==> src/rtl/image_encrypter_if.sv <==
// Image encrypter bus: start request, source-memory read port and
// destination-memory write port, plus busy/done status.
interface image_encrypter_if;
  logic        start;
  logic [7:0]  plain_data;
  logic [14:0] read_addr;
  logic [7:0]  encrypted_data;
  logic [14:0] write_addr;
  logic        write_en;
  logic        busy;
  logic        done;

  // The encrypter drives addresses, ciphertext and status.
  modport master (
    input  start,
    input  plain_data,
    output read_addr,
    output encrypted_data,
    output write_addr,
    output write_en,
    output busy,
    output done
  );

  // The environment (memories, controller) drives start and plaintext.
  modport slave (
    output start,
    output plain_data,
    input  read_addr,
    input  encrypted_data,
    input  write_addr,
    input  write_en,
    input  busy,
    input  done
  );
endinterface

==> src/rtl/image_encrypter.sv <==
// Image encrypter: streams NUM_BYTES bytes from a source memory with one
// cycle of read latency, XORs each with a key and writes the result to a
// destination memory at the same address.
// Optional feature: define IMAGE_ENCRYPTER_ROLLING_KEY_EN to rotate the key
// left by one bit after every byte written.
module image_encrypter #(
  parameter logic [7:0] KEY       = 8'hB3,
  parameter int         NUM_BYTES = 19200
) (
  input  logic              clk,
  input  logic              rst_n,
  image_encrypter_if.master bus
);

  localparam logic [1:0] IDLE  = 2'd0;
  localparam logic [1:0] RUN   = 2'd1;
  localparam logic [1:0] DRAIN = 2'd2;
  localparam logic [1:0] FIN   = 2'd3;

  localparam logic [14:0] LAST_ADDR = 15'(NUM_BYTES - 1);

  logic [1:0]  state_q, state_d;
  logic [14:0] read_addr_q, read_addr_d;
  logic [7:0]  key_q, key_d;
  logic        v1_q, v1_d;
  logic [14:0] a1_q, a1_d;
  logic        we_q, we_d;
  logic [14:0] wa_q, wa_d;
  logic [7:0]  ed_q, ed_d;

  // Next-state logic: FSM, read address generation and the two-stage
  // valid/address pipeline (stage 1 = memory latency, stage 2 = output).
  always_comb begin
    state_d     = state_q;
    read_addr_d = read_addr_q;
    key_d       = key_q;
    v1_d        = 1'b0;
    a1_d        = a1_q;
    we_d        = v1_q;
    wa_d        = wa_q;
    ed_d        = ed_q;

    if (v1_q) begin
      wa_d = a1_q;
      ed_d = bus.plain_data ^ key_q;
`ifdef IMAGE_ENCRYPTER_ROLLING_KEY_EN
      key_d = {key_q[6:0], key_q[7]};
`else
      key_d = key_q;
`endif
    end

    case (state_q)
      IDLE: begin
        if (bus.start) begin
          read_addr_d = 15'd0;
          key_d       = KEY;
          state_d     = RUN;
        end
      end
      RUN: begin
        v1_d = 1'b1;
        a1_d = read_addr_q;
        if (read_addr_q == LAST_ADDR) begin
          state_d = DRAIN;
        end else begin
          read_addr_d = read_addr_q + 15'd1;
        end
      end
      DRAIN: begin
        // Once stage 1 is empty the last write is on the bus this cycle.
        if (!v1_q) begin
          state_d = FIN;
        end
      end
      FIN: begin
        state_d = IDLE;
      end
      default: begin
        state_d = IDLE;
      end
    endcase
  end

  // State registers with asynchronous active-low reset that aborts any pass.
  always_ff @(posedge clk or negedge rst_n) begin
    if (!rst_n) begin
      state_q     <= IDLE;
      read_addr_q <= 15'd0;
      key_q       <= KEY;
      v1_q        <= 1'b0;
      a1_q        <= 15'd0;
      we_q        <= 1'b0;
      wa_q        <= 15'd0;
      ed_q        <= 8'd0;
    end else begin
      state_q     <= state_d;
      read_addr_q <= read_addr_d;
      key_q       <= key_d;
      v1_q        <= v1_d;
      a1_q        <= a1_d;
      we_q        <= we_d;
      wa_q        <= wa_d;
      ed_q        <= ed_d;
    end
  end

  assign bus.read_addr      = read_addr_q;
  assign bus.write_addr     = wa_q;
  assign bus.encrypted_data = ed_q;
  assign bus.write_en       = we_q;
  assign bus.busy           = (state_q != IDLE);
  assign bus.done           = (state_q == FIN);

endmodule

==> src/flat_wrapper.sv <==
// flat-port wrapper written by rule: the top's interface ports become plain ports
module image_encrypter_flat 
#(
  parameter logic [7:0] KEY       = 8'hB3,
  parameter int         NUM_BYTES = 19200
)
  (clk, rst_n, bus_start, bus_plain_data, bus_read_addr, bus_encrypted_data, bus_write_addr, bus_write_en, bus_busy, bus_done);
  image_encrypter_if bus_i ();
  input  logic clk;
  input  logic rst_n;
  input wire logic [$bits(bus_i.start)-1:0] bus_start;
  input wire logic [$bits(bus_i.plain_data)-1:0] bus_plain_data;
  output wire logic [$bits(bus_i.read_addr)-1:0] bus_read_addr;
  output wire logic [$bits(bus_i.encrypted_data)-1:0] bus_encrypted_data;
  output wire logic [$bits(bus_i.write_addr)-1:0] bus_write_addr;
  output wire logic [$bits(bus_i.write_en)-1:0] bus_write_en;
  output wire logic [$bits(bus_i.busy)-1:0] bus_busy;
  output wire logic [$bits(bus_i.done)-1:0] bus_done;
  assign bus_i.start = bus_start;
  assign bus_i.plain_data = bus_plain_data;
  assign bus_read_addr = bus_i.read_addr;
  assign bus_encrypted_data = bus_i.encrypted_data;
  assign bus_write_addr = bus_i.write_addr;
  assign bus_write_en = bus_i.write_en;
  assign bus_busy = bus_i.busy;
  assign bus_done = bus_i.done;
  image_encrypter #(.KEY(KEY), .NUM_BYTES(NUM_BYTES)) u_core (.clk(clk), .rst_n(rst_n), .bus(bus_i));
endmodule
==> config.mk <==
export PLATFORM = sky130hd
export DESIGN_NAME = image_encrypter_flat
export DESIGN_NICKNAME = d
export VERILOG_FILES = /design/src/rtl/image_encrypter_if.sv /design/src/rtl/image_encrypter.sv /design/src/flat_wrapper.sv
export SDC_FILE = /design/constraint.sdc
export NUM_CORES = 1
export LEC_CHECK = 0
export BUFFER_PORTS_ARGS = -buffer_cell sky130_fd_sc_hd__buf_2
export CAP_MARGIN = 20
export CORE_MARGIN = 4
export CORE_UTILIZATION = 49
export CTS_CLUSTER_DIAMETER = 200
export DETAILED_ROUTE_END_ITERATION = 8
export GPL_TIMING_DRIVEN = 0
export PLACE_DENSITY = 0.7
export SYNTH_ARGS = -nofsm -noshare
export SYNTH_HDL_FRONTEND = slang
export SYNTH_SLANG_ARGS = --single-unit
==> constraint.sdc <==
create_clock -name clk -period 3.5 [get_ports clk]
set_input_delay 0.35 -clock clk [delete_from_list [all_inputs] [get_ports clk]]
set_output_delay 0.35 -clock clk [all_outputs]
set_load 0.02 [all_outputs]
==> out/metrics.cfg <==
[placed_design]
place_congestion=0.826
place.port_buffers=51
place_worst_setup_slack_ns=1.42
dp_hpwl_um=3440

[floorplan]
placeableCoreArea_mm2=0.00485
die_height_um=79.5
placementRows=25
start_util_pct=51.6
design.die.area_mm2=0.00631
boundaryPins=52
die_w_um=79.5

[logic_synthesis]
synthTopCellsByArea=dfrtp_1 57%, mux2_2 14%, ha_1 2.5%
synth_cell_type_count=36
post_synthesis_net_count=222
synth.avg_cell_area_um2=12.1
synth_most_common_cell=dfrtp_1
synth-main-ff-cell=dfrtp_1
yosysWarnings=0
ys_seq_area_share_pct=57.0
postSynth.asyncResetShare_pct=100
post_synth_inst_count=206
post-synth-top-area-cell=dfrtp_1
synth_top_area_share_pct=57.0
synth_common_cells=57 x dfrtp_1, 30 x mux2_2, 14 x nand2_1
synth_enable_flop_cells=0
synthesized_flop_and_latch_total=57
netlist_area_pre_place_mm2=0.00250

[clocking]
cts_hold_buffers=0
clock_tree.root_cell=clkbuf_8
tritoncts_num_sinks=57
cts_tree=built
tritoncts.num_buffers=9
clk_pin_slew_worst_paths_ns=0.06
cts.htree.levels=3
clock_insertion_delay_worst_skew_ns=0.34
number_of_buffers_on_the_longest_clock_path=2
cts_resized=0
postCtsSetupBuffers=0

[grt]
grt_pass1_vias=1709
grt_use_total_pct=17.7
gr-total-overflow=0
number_of_antenna_violations_at_the_first_check_in_global_routing=0
maximum_number_of_pins_on_one_net_before_global_route_repair=31
first_pass_grt_wire_length_um=8200

[routing]
route.final.wire_length_um=4850
dr_wl_met2_um=2330
met3_wirelength_um=296
topmost_layer_with_routed_signal_wires=met4
initialDrtViolationCount=98
drcViolationCount=0
routed_metal_1_wirelength_um=2130
drt-pass1-iter-count=4
route.detailed.wl_per_inst_um=14.2
ant_nets=0
dr_total_vias=1784
post_drt_via_cell_ratio=5.23

[timing]
grt_setup_unrepaired=no
finalHoldViolations=0
period_needed_ns=2.08
report.final.setup_viol=0
max_freq_mhz=481
timing.final.max_slew_violations=0
final_worst_path_period_share_pct=59.4
tightestPinTransition_ns=0.729
slew_headroom_pct=51.0
fin_tns_setup_ns=0
clock_skew_ns=0.00864
timing.hold.ws_ns=0.0573
finalWorstSetupSlack_ns=1.42

[finish]
n_antenna_cell=0
drive_gt1_share_pct=38.3
finalNetCount=285
syn_to_final_growth_pct=21.3

[status]
outcome=finished clean

[job]
drv_cap=0

[critical_path]
worstPathRequired_ns=3.72
crit_path_start_kind=flop
cp_data_arrival_time_ns=2.30
endpoint_kind=flop
maximum_net_fanout_on_the_critical_path=6
timing_worst_setup_path_type=reg2reg

[power]
power_leakage_nw=1.57
power_density_mw_per_mm2=710
ir_drop_mv=0.331

[worst_hold_path]
holdCritPathClass=in2async

-- power breakdown --
| group | total [mW] | leakage, nW | switching (mW) | internal (mW) |
|---|---|---|---|---|
| Combinational | 0.782 | 0.715 | 0.474 | 0.308 |
| Sequential | 0.844 | 0.766 | 0.0693 | 0.775 |
| Clock | 0.529 | 0.0932 | 0.238 | 0.292 |
-- through the flow --
step                instances  power [mW]  util (%)  instance area (µm²)
floorplan                 206        1.41         -                 2500
global placement          324        1.63      58.6                 2840
detailed placement        325        1.66      59.0                 2860
CTS                       341        2.20      62.6                 3040
finish                    341        2.16      62.6                 3040
global route              341        2.31      62.6                 3040
-- state kept, by name (all words and copies together), names as in the netlist --
signal and count:
u_core.a1_q 15, u_core.bus.encrypted_data 8, u_core.bus.read_addr 15, u_core.state_q 2, u_core.v1_q 1, u_core.bus.write_en 1, u_core.bus.write_addr 15
-- routing by layer --
metal,up-vias,track usage [%]
li1,858,-
met1,868,21.5
met2,51,27.3
met3,7,6.21
met4,0,9.79
met5,-,0
-- layout by cell type (no fill, tap or decap), drive strengths merged --
cell / count
nand3: 7
and3: 1
clkbuf: 18
mux2: 31
nand4bb: 1
mux2i: 6
a21oi: 5
nand2: 14
a211o: 1
nor2: 11
or3b: 1
nor3: 2
nand4: 3
nor4: 3
clkinv: 4
or3: 1
inv: 12
and2: 1
nand3b: 1
nand2b: 2
a21o: 1
o32a: 1
dfrtp: 57
ha: 5
a31oi: 3
o31ai: 5
o41ai: 3
o21ai: 18
buf: 56
-- worst max-delay path: stages, from the launching register on --
cell	delay (ns)
dfrtp_1	0.43
ha_1	0.31
nand4_4	0.18
nor4_4	0.39
nor2_1	0.15
nor2_2	0.16
mux2_1	0.34
-- layout make-up --
cell class              count  area (µm²)
well taps                  67        83.8
fillers                   395        1810
repair buffers             52         275
clock inverters             3        15.0
multi-input cells         127         982
clock buffers              13         159
inverters                  13        48.8
plain buffers               9        45.0
flip-flops and latches     57        1430
-- final timing paths --
path,from,endpoint,slack [ns],cells after the start
max,u_core.bus.read_addr[0],u_core.state_q[1],1.42,6
min,rst_n,u_core.bus.write_en,0.06,1
max reg2reg,u_core.bus.read_addr[0],u_core.state_q[1],1.42,6
min reg2reg,u_core.v1_q,u_core.bus.write_en,0.37,0
max in group asynchronous,rst_n,u_core.bus.read_addr[9],2.86,2
min in group clk,bus_plain_data[4],u_core.bus.encrypted_data[4],0.19,2
-- kinds of logic (layout without fill, tap and decap cells) --
family / Yosys count / after routing / share of synthesized area [%]
AOI/OAI and AO/OA: 37 / 37 / 9.25
adders and majority gates: 5 / 5 / 2.50
buffers and inverters: 22 / 90 / 3.75
DFF: 57 / 57 / 57.0
muxes: 37 / 37 / 16.3
and+or+nand+nor: 48 / 48 / 11.2
(Power assumes the default switching activity.)
